$ cat config.mk
export PLATFORM = sky130hd
export DESIGN_NAME = seq_alu_flat
export DESIGN_NICKNAME = d
export VERILOG_FILES = /design/src/rtl/seq_alu_if.sv /design/src/rtl/seq_alu.sv /design/src/flat_wrapper.sv
export SDC_FILE = /design/constraint.sdc
export NUM_CORES = 1
export LEC_CHECK = 0
export CAP_MARGIN = 20
export CORE_ASPECT_RATIO = 1.2
export CORE_UTILIZATION = 50
export CTS_CLUSTER_DIAMETER = 100
export DETAILED_ROUTE_END_ITERATION = 7
export PLACE_DENSITY = 0.8
export SYNTH_ARGS = -nofsm -noshare
export SYNTH_HDL_FRONTEND = slang
export SYNTH_SLANG_ARGS = --single-unit
$ cat constraint.sdc
create_clock -name clk -period 6 [get_ports clk]
set_input_delay 1.2 -clock clk [delete_from_list [all_inputs] [get_ports clk]]
set_output_delay 1.2 -clock clk [all_outputs]
set_load 0.01 [all_outputs]
$ cat src/rtl/seq_alu_if.sv
// Request/response bundle for seq_alu: request channel (in_*, op, a, b)
// and result channel (out_*, result, cmp, illegal).
interface seq_alu_if #(
  parameter int unsigned XLEN = 32
);
  logic            in_valid;
  logic            in_ready;
  logic [4:0]      op;
  logic [XLEN-1:0] a;
  logic [XLEN-1:0] b;
  logic            out_valid;
  logic            out_ready;
  logic [XLEN-1:0] result;
  logic            cmp;
  logic            illegal;

  modport master (
    output in_valid, op, a, b, out_ready,
    input  in_ready, out_valid, result, cmp, illegal
  );

  modport slave (
    input  in_valid, op, a, b, out_ready,
    output in_ready, out_valid, result, cmp, illegal
  );
endinterface

$ cat src/rtl/seq_alu.sv
// Sequential ALU: single-cycle base/compare ops, iterative multiply/divide.
// Build option: define SEQ_ALU_M_EN to include the M-extension datapath;
// without it every op[4]=1 request completes in one cycle flagged illegal.
module seq_alu #(
  parameter int unsigned XLEN = 32
) (
  input  logic     clk,
  input  logic     rst,
  seq_alu_if.slave bus
);
  localparam int unsigned SW = $clog2(XLEN);

  typedef enum logic [1:0] {IDLE = 2'd0, BUSY = 2'd1, DONE = 2'd2} state_e;

  state_e          state_q, state_d;
  logic            in_ready_q, out_valid_q;
  logic [XLEN-1:0] result_q, result_d;
  logic            cmp_q, cmp_d;
  logic            illegal_q, illegal_d;
  logic            accept_c;
  logic [XLEN-1:0] base_res_c;
  logic            base_cmp_c;
  logic [SW-1:0]   shamt_c;

  assign accept_c = bus.in_valid && in_ready_q;
  assign shamt_c  = bus.b[SW-1:0];

  // Single-cycle base ALU and branch comparator on the live request.
  always_comb begin
    base_res_c = '0;
    base_cmp_c = 1'b0;
    case (bus.op[3:0])
      4'b0000: base_res_c = bus.a + bus.b;
      4'b0001: base_res_c = bus.a - bus.b;
      4'b0010: base_res_c = bus.a ^ bus.b;
      4'b0011: base_res_c = bus.a | bus.b;
      4'b0100: base_res_c = bus.a & bus.b;
      4'b0101: base_res_c = bus.a << shamt_c;
      4'b0110: base_res_c = bus.a >> shamt_c;
      4'b0111: base_res_c = $unsigned($signed(bus.a) >>> shamt_c);
      4'b1000: base_res_c = {{(XLEN-1){1'b0}}, $signed(bus.a) < $signed(bus.b)};
      4'b1001: base_res_c = {{(XLEN-1){1'b0}}, bus.a < bus.b};
      4'b1010: base_cmp_c = (bus.a == bus.b);
      4'b1011: base_cmp_c = (bus.a != bus.b);
      4'b1100: base_cmp_c = ($signed(bus.a) < $signed(bus.b));
      4'b1101: base_cmp_c = ($signed(bus.a) >= $signed(bus.b));
      4'b1110: base_cmp_c = (bus.a < bus.b);
      4'b1111: base_cmp_c = (bus.a >= bus.b);
    endcase
  end

`ifdef SEQ_ALU_M_EN
  localparam int unsigned CW = SW + 1;
  localparam logic [XLEN-1:0] MIN_NEG = {1'b1, {(XLEN-1){1'b0}}};

  // hi/lo: product halves for multiply, partial remainder/quotient for divide.
  logic [XLEN-1:0]   hi_q, hi_d, lo_q, lo_d, opnd_q, opnd_d;
  logic [2:0]        mop_q, mop_d;
  logic              neg_q, neg_d;
  logic [CW-1:0]     cnt_q, cnt_d;
  logic              a_neg_c, b_neg_c, div_zero_c, div_ovf_c;
  logic [XLEN-1:0]   a_mag_c, b_mag_c, early_res_c;
  logic [XLEN-1:0]   iter_hi_c, iter_lo_c, quo_c, rem_c, final_res_c;
  logic [XLEN:0]     sum_c, rs_c, diff_c;
  logic [2*XLEN-1:0] prod_mag_c, prod_c;

  // Operand magnitudes and the divide cases that bypass iteration.
  always_comb begin
    a_neg_c     = bus.a[XLEN-1] && (bus.op[2:0] inside {3'b001, 3'b010, 3'b100, 3'b110});
    b_neg_c     = bus.b[XLEN-1] && (bus.op[2:0] inside {3'b001, 3'b100, 3'b110});
    a_mag_c     = a_neg_c ? -bus.a : bus.a;
    b_mag_c     = b_neg_c ? -bus.b : bus.b;
    div_zero_c  = bus.op[2] && (bus.b == '0);
    div_ovf_c   = bus.op[2] && !bus.op[0] && (bus.a == MIN_NEG) && (bus.b == '1);
    early_res_c = div_zero_c ? (bus.op[1] ? bus.a : '1) : (bus.op[1] ? '0 : bus.a);
  end

  // One shift-add or restoring-divide step; sign fixed on the step's output.
  always_comb begin
    sum_c  = {1'b0, hi_q} + (lo_q[0] ? {1'b0, opnd_q} : '0);
    rs_c   = {hi_q, lo_q[XLEN-1]};
    diff_c = rs_c - {1'b0, opnd_q};
    if (mop_q[2]) begin
      iter_hi_c = diff_c[XLEN] ? rs_c[XLEN-1:0] : diff_c[XLEN-1:0];
      iter_lo_c = {lo_q[XLEN-2:0], ~diff_c[XLEN]};
    end else begin
      iter_hi_c = sum_c[XLEN:1];
      iter_lo_c = {sum_c[0], lo_q[XLEN-1:1]};
    end
    prod_mag_c = {iter_hi_c, iter_lo_c};
    prod_c     = neg_q ? -prod_mag_c : prod_mag_c;
    quo_c      = neg_q ? -iter_lo_c : iter_lo_c;
    rem_c      = neg_q ? -iter_hi_c : iter_hi_c;
    case (mop_q)
      3'b000:                 final_res_c = prod_c[XLEN-1:0];
      3'b001, 3'b010, 3'b011: final_res_c = prod_c[2*XLEN-1:XLEN];
      3'b100, 3'b101:         final_res_c = quo_c;
      default:                final_res_c = rem_c;
    endcase
  end

  // Iterative datapath registers.
  always_ff @(posedge clk) begin
    if (rst) begin
      hi_q   <= '0;
      lo_q   <= '0;
      opnd_q <= '0;
      mop_q  <= '0;
      neg_q  <= 1'b0;
      cnt_q  <= '0;
    end else begin
      hi_q   <= hi_d;
      lo_q   <= lo_d;
      opnd_q <= opnd_d;
      mop_q  <= mop_d;
      neg_q  <= neg_d;
      cnt_q  <= cnt_d;
    end
  end
`endif

  // Next-state and result capture.
  always_comb begin
    state_d   = state_q;
    result_d  = result_q;
    cmp_d     = cmp_q;
    illegal_d = illegal_q;
`ifdef SEQ_ALU_M_EN
    hi_d   = hi_q;
    lo_d   = lo_q;
    opnd_d = opnd_q;
    mop_d  = mop_q;
    neg_d  = neg_q;
    cnt_d  = cnt_q;
`endif
    case (state_q)
      IDLE: begin
        if (accept_c) begin
          cmp_d     = 1'b0;
          illegal_d = 1'b0;
          state_d   = DONE;
          if (!bus.op[4]) begin
            result_d = base_res_c;
            cmp_d    = base_cmp_c;
          end
`ifdef SEQ_ALU_M_EN
          else if (div_zero_c || div_ovf_c) begin
            result_d = early_res_c;
          end else begin
            mop_d   = bus.op[2:0];
            neg_d   = (bus.op[2] && bus.op[1]) ? a_neg_c : (a_neg_c ^ b_neg_c);
            cnt_d   = '0;
            hi_d    = '0;
            lo_d    = bus.op[2] ? a_mag_c : b_mag_c;
            opnd_d  = bus.op[2] ? b_mag_c : a_mag_c;
            state_d = BUSY;
          end
`else
          else begin
            result_d  = '0;
            illegal_d = 1'b1;
          end
`endif
        end
      end
      BUSY: begin
`ifdef SEQ_ALU_M_EN
        hi_d  = iter_hi_c;
        lo_d  = iter_lo_c;
        cnt_d = cnt_q + CW'(1);
        if (cnt_q == CW'(XLEN - 1)) begin
          result_d = final_res_c;
          state_d  = DONE;
        end
`else
        state_d = IDLE;
`endif
      end
      DONE: begin
        if (bus.out_ready) state_d = IDLE;
      end
      default: state_d = IDLE;
    endcase
  end

  // State and registered outputs; reset wins over accept and out_ready.
  always_ff @(posedge clk) begin
    if (rst) begin
      state_q     <= IDLE;
      in_ready_q  <= 1'b1;
      out_valid_q <= 1'b0;
      result_q    <= '0;
      cmp_q       <= 1'b0;
      illegal_q   <= 1'b0;
    end else begin
      state_q     <= state_d;
      in_ready_q  <= (state_d == IDLE);
      out_valid_q <= (state_d == DONE);
      result_q    <= result_d;
      cmp_q       <= cmp_d;
      illegal_q   <= illegal_d;
    end
  end

  assign bus.in_ready  = in_ready_q;
  assign bus.out_valid = out_valid_q;
  assign bus.result    = result_q;
  assign bus.cmp       = cmp_q;
  assign bus.illegal   = illegal_q;
endmodule

$ cat src/flat_wrapper.sv
// flat-port wrapper written by rule: the top's interface ports become plain ports
module seq_alu_flat 
#(
  parameter int unsigned XLEN = 32
)
  (clk, rst, bus_in_valid, bus_op, bus_a, bus_b, bus_out_ready, bus_in_ready, bus_out_valid, bus_result, bus_cmp, bus_illegal);
  seq_alu_if #(.XLEN(XLEN)) bus_i ();
  input  logic clk;
  input  logic rst;
  input wire logic [$bits(bus_i.in_valid)-1:0] bus_in_valid;
  input wire logic [$bits(bus_i.op)-1:0] bus_op;
  input wire logic [$bits(bus_i.a)-1:0] bus_a;
  input wire logic [$bits(bus_i.b)-1:0] bus_b;
  input wire logic [$bits(bus_i.out_ready)-1:0] bus_out_ready;
  output wire logic [$bits(bus_i.in_ready)-1:0] bus_in_ready;
  output wire logic [$bits(bus_i.out_valid)-1:0] bus_out_valid;
  output wire logic [$bits(bus_i.result)-1:0] bus_result;
  output wire logic [$bits(bus_i.cmp)-1:0] bus_cmp;
  output wire logic [$bits(bus_i.illegal)-1:0] bus_illegal;
  assign bus_i.in_valid = bus_in_valid;
  assign bus_i.op = bus_op;
  assign bus_i.a = bus_a;
  assign bus_i.b = bus_b;
  assign bus_i.out_ready = bus_out_ready;
  assign bus_in_ready = bus_i.in_ready;
  assign bus_out_valid = bus_i.out_valid;
  assign bus_result = bus_i.result;
  assign bus_cmp = bus_i.cmp;
  assign bus_illegal = bus_i.illegal;
  seq_alu #(.XLEN(XLEN)) u_core (.clk(clk), .rst(rst), .bus(bus_i));
endmodule
=== Yosys cells after proc, flatten, opt, wreduce, memory -nomap -nowiden ===
Index checks and enable logic that the tools add are counted.

* Output and inout port bits: 36
* Flip-flop bits (word level): 38

* Multiplexer cells: 8
* Order comparisons: 4
* Add/sub/neg operators: 2
* Equality and inequality tests: 19
* Shift-type cells: 3
* Bitwise operators: 3
* Reduce and logical (&&, ||, !) cells: 5

{| class="wikitable"
|+ Operator list
! cell !! number
|-
| $pmux 32 s10 || 1
|-
| $ge 32x32->1 || 2
|-
| $lt 32x32->1 || 2
|-
| $add 32x32->32 || 1
|-
| $and 32x32->32 || 1
|-
| $eq 32x32->1 || 1
|-
| $eq 4x4->1 const B || 8
|-
| $mux 32 || 1
|-
| $ne 32x32->1 || 1
|-
| $or 32x32->32 || 1
|-
| $shl 32x5->32 || 1
|-
| $shr 32x5->32 || 1
|-
| $sshr 32x5->32 || 1
|-
| $sub 32x32->32 || 1
|-
| $xor 32x32->32 || 1
|-
| $eq 4x3->1 const B || 4
|-
| $eq 4x2->1 const B || 2
|-
| $pmux 1 s6 || 1
|-
| $eq 2x2->1 const B || 2
|-
| $eq 4x1->1 const B || 1
|-
| $logic_not 2->1 || 2
|-
| $logic_not 4->1 || 1
|-
| $mux 2 || 2
|-
| $pmux 2 s2 || 1
|-
| 3 further kinds || 4
|}

=== Depth between registers and ports, before layout ===
* Word-level depth: 4
* Mapped depth: 16
* Mapped depth without buffers: 13

=== Least setup slack after synthesis ===
No wires, ideal clock.

* Path type: input to register
* Start: input port bus_b[3]
* End: register u_core.result_q[25] (netlist: u_core.bus.result[25])
* Path slack: 1488 ps
* Path buffers: 4
* Library setup time: 118 ps
* Data required time: 5882 ps
* Cell stages on the path: 15
* Arrival: 4394 ps
* Cell sequence: clkbuf_1 inv_1 buf_1 clkbuf_1 ha_1 buf_4 a21o_1 a221oi_2 nor3_2 o21ai_1 or3b_1 a311o_1 a221o_1 nand2_1 o21ai_1

* Word-level cells in the longest chain between the ends: 3
* Elaborated cells on any way between the ends: 7

{| class="wikitable"
|+ Ends and longest elaborated chain
! item !! line !! text
|-
| start: declaration || flat_wrapper.sv:13 || <nowiki>input wire logic [$bits(bus_i.b)-1:0] bus_b;</nowiki>
|-
| $sub 32x32->32, or another cell as far along || seq_alu.sv:34 || <nowiki>4'b0001: base_res_c = bus.a - bus.b;</nowiki>
|-
| $pmux 32 s10 (*) || seq_alu.sv:32 || <nowiki>case (bus.op[3:0])</nowiki>
|-
| $mux 32 (*) || seq_alu.sv:142 || <nowiki>if (!bus.op[4]) begin</nowiki>
|-
| end signal: assignment || seq_alu.sv:199 || <nowiki>result_q <= result_d;</nowiki>
|-
| end: declaration || seq_alu.sv:17 || <nowiki>logic [XLEN-1:0] result_q, result_d;</nowiki>
|}

Mark *: on every way between the ends. The rest lies on a longest branch, timed or not.
A chain may end at the register's enable or synchronous reset.

=== Worst setup path after layout ===
* Start: input port bus_a[16]
* End: register u_core.result_q[23] (netlist: u_core.bus.result[23])

* Word-level cells in the longest chain between the ends: 3
* Elaborated cells on any way between the ends: 7

{| class="wikitable"
|+ Ends and longest elaborated chain
! item !! line !! text
|-
| start: declaration || flat_wrapper.sv:12 || <nowiki>input wire logic [$bits(bus_i.a)-1:0] bus_a;</nowiki>
|-
| $sub 32x32->32, or another cell as far along || seq_alu.sv:34 ||
|-
| $pmux 32 s10 (*) || seq_alu.sv:32 ||
|-
| $mux 32 (*) || seq_alu.sv:142 ||
|}

Marks and branches as above.

==> impl_metrics.json <==
{
  "ff2ff_setup_slack_ns": 3.52,
  "dieHeight_um": 158,
  "synth_area_per_cell_um2": 7.35,
  "outcome": "completed",
  "ys_seq_area_share_pct": 7.51,
  "path_max_fanout": 11,
  "drtAntennaViolNets": 0,
  "fp.coreArea_um2": 19700,
  "final_common_cell": "nor2_1",
  "placed_cell_area_um2": 11300,
  "holdBufCountCts": 0,
  "io_buffers": 108,
  "synth_top_area_cell": "mux4_2",
  "cts.sinks": 38,
  "clk_latency_ns": 0.31,
  "h-tree-depth": 2,
  "synth_async_sr_flop_share_pct": 0,
  "slew_headroom_pct": 41.2,
  "synth_edf_count": 0,
  "cp-start-kind": "input pin",
  "fin_crit_ns": 4.53,
  "finalNetCount": 1591,
  "syn_inst": 1377,
  "die_area_um2": 20800,
  "grt_overflow": 0,
  "start_util_pct": 51.4,
  "fin_area_um2": 11500,
  "rsz0062_at_grt": "false",
  "synth_area_leaders": "mux4_2 15%, ha_1 12%, dfxtp_1 7.5%, a21oi_1 6.1%, nor2_1 5.9%",
  "yosysUniqueCellTypes": 86,
  "antenna_cells": 0,
  "synth_seq_cells": 38,
  "clk_pin_slew_ns": 0.08,
  "grt_max_degree": 63,
  "hpwlAfterDp_um": 34600,
  "post-route-period-util_pct": 75.4,
  "reg2reg_to": "u_core.bus.result[15]$_SDFFE_PP0P_",
  "path_cells": "clkdlybuf4s50_1 -> inv_1 -> ha_1 -> inv_2 -> a21oi_1 -> or4b_1 -> a211o_1 -> nand2_1 -> nor3_1 -> or4_1 -> a311oi_1",
  "layout-drive-gt1-share_pct": 10.6,
  "worstPathArrival_ns": 4.75,
  "yosysWarnings": 0,
  "required_ns": 6.23,
  "synth-main-ff-cell": "dfxtp_1",
  "timing.fmax_mhz": 221,
  "wire_per_inst_um": 27.0,
  "vias_per_cell": 7.19,
  "final.setup.tns_ns": 0,
  "drc": 0,
  "cts_buffer_depth": 2,
  "post_cts_buffers": 0,
  "hold_end": "u_core.bus.result[8]$_SDFFE_PP0P_",
  "grt_pass1_vias": 10900,
  "crit_family": "simple AND/OR/NAND/NOR gates",
  "synth_area_um2": 10100,
  "hold_path.class": "reg -> reg",
  "first_iter_violations": 1643,
  "worstHoldStart": "u_core.bus.result[8]$_SDFFE_PP0P_",
  "slowest_stage": "clkdlybuf4s50_1",
  "crit_type": "in -> reg",
  "tritoncts": "yes",
  "cts_inserted_buffers": 5,
  "min_path_cells": 2,
  "vias": 12100,
  "drtPass1Iterations": 6,
  "place_congestion": 1.06,
  "fp-row-count": 56,
  "p_leak_nw": 4.53,
  "drv_slew": 0,
  "post-route-worst-setup-slack_ns": 1.47,
  "grt_usage_pct": 42.9,
  "ir_drop_v": 0.000119,
  "cap_viol_max_count": 0,
  "wl_um": 45200,
  "r2r.worst_path.cells": 6,
  "fin_skew_ns": 0.0153,
  "area_delta_synth_final_pct": 13.2,
  "num_io_pins": 109,
  "powerDensity_nw_per_um2": 135,
  "syn_nets": 1552,
  "synth_top_area_share_pct": 14.7,
  "max_stage_delay_ns": 0.86,
  "path_buf_inv": 3,
  "die_x_um": 132,
  "grt_pass1_wl_um": 67000,
  "critPathCaptureType": "flop",
  "r2r_start": "u_core.state_q[0]$_SDFF_PP0_",
  "tightest_slew_ns": 0.874,
  "postCtsResizedCells": 0,
  "setup_violations": 0,
  "root_buffer": "clkbuf_16",
  "finalHoldViolCount": 0,
  "layout_common_cells": "159 x nor2_1, 124 x a21oi_1, 110 x nand2_1",
  "antenna_found_initial": 0,
  "dp_slack_ns": 1.23
}
cell usage after synthesis, types with 9 or more instances:
| cell | count |
|---|---|
| or3_1 | 16 |
| nor3_1 | 40 |
| nand3_1 | 28 |
| nor4_1 | 12 |
| a31oi_1 | 11 |
| nor2b_1 | 11 |
| nor2_1 | 159 |
| dfxtp_1 | 38 |
| a211oi_1 | 18 |
| o22ai_1 | 11 |
| a21oi_1 | 124 |
| ha_1 | 100 |
| inv_1 | 92 |
| mux2i_1 | 26 |
| a22oi_1 | 16 |
| mux4_2 | 66 |
| nand2_1 | 110 |
| nand4_1 | 19 |
| o21a_1 | 9 |
| o211ai_1 | 17 |
| o21ai_0 | 101 |
| o21ai_1 | 9 |
| o2111ai_1 | 11 |
| buf_1 | 11 |
| a21o_1 | 20 |
| xnor2_1 | 17 |
| a221oi_1 | 26 |
| nand2b_1 | 9 |
| clkbuf_1 | 68 |
| buf_2 | 23 |
| o31ai_1 | 9 |
logic make-up after synthesis:
logic type	after synthesis	synth area share, %
compound gates	461	29.9
xor+xnor	21	1.82
fa+ha+maj	102	12.8
other cells	1	0.0370
mux	102	18.7
buf+inv	205	8.48
flops	38	7.51
simple gates	447	20.9
registers in the layout, summed over array words and instances (netlist names):
| name | count |
|---|---|
| u_core.bus.cmp | 1 |
| u_core.bus.in_ready | 1 |
| u_core.bus.illegal | 1 |
| u_core.state_q | 2 |
| u_core.bus.result | 32 |
| u_core.bus.out_valid | 1 |
worst reg2reg max path: cells and delay by family (launching register included):
kind	cells	cell delay, ns
AOI/OAI and AO/OA	4	1.56
buffers and inverters	1	0.28
DFF	1	0.31
and+or+nand+nor	1	0.21
layer usage:
layer  share of wire [%]  vias to the layer above  GRT usage [%]
met5                   0                        -              0
met4                 7.7                        0           28.2
met3                  11                      185           7.30
met2                  44                      985           68.9
met1                  37                     5647           53.3
li1                    -                     5238              -
worst max path at each step:
stage	cells past startpoint	slack, ns	end	startpoint
final	11	1.47	u_core.bus.result[23]$_SDFFE_PP0P_	bus_a[16]
after global placement	12	1.22	u_core.bus.result[25]$_SDFFE_PP0P_	bus_a[1]
after CTS	12	1.55	u_core.bus.result[25]$_SDFFE_PP0P_	bus_a[1]
after detailed placement	11	1.23	u_core.bus.result[23]$_SDFFE_PP0P_	bus_a[16]
after floorplan	15	1.49	u_core.bus.result[25]$_SDFFE_PP0P_	bus_b[3]
after global routing	11	1.29	u_core.bus.result[23]$_SDFFE_PP0P_	bus_a[16]
metrics by stage:
step                      power [W]  std cells  hold WS, ns  util (%)
after floorplan            0.000875       1377        0.472         -
after global placement      0.00117       1669        0.443      57.3
after detailed placement    0.00118       1669        0.459      57.3
after CTS                   0.00151       1676        0.471      58.2
after global routing        0.00161       1677        0.485      58.2
final                       0.00155       1677        0.473      58.2
where the power goes:
group,switching (W),internal (W)
sequential,0.00000322,0.000257
clock,0.000132,0.000206
combinational,0.000589,0.000363
total,0.000725,0.000826
layout make-up:
type,instances,area (µm²)
Inverter,93,349
Fill cell,1906,8230
Tap cell,261,327
Clock buffer,6,139
Clock inverter,1,30.0
Timing Repair Buffer,144,1330
Sequential cell,38,761
Multi-Input combinational cell,1134,8530
Power figures use the tool's default switching activity.
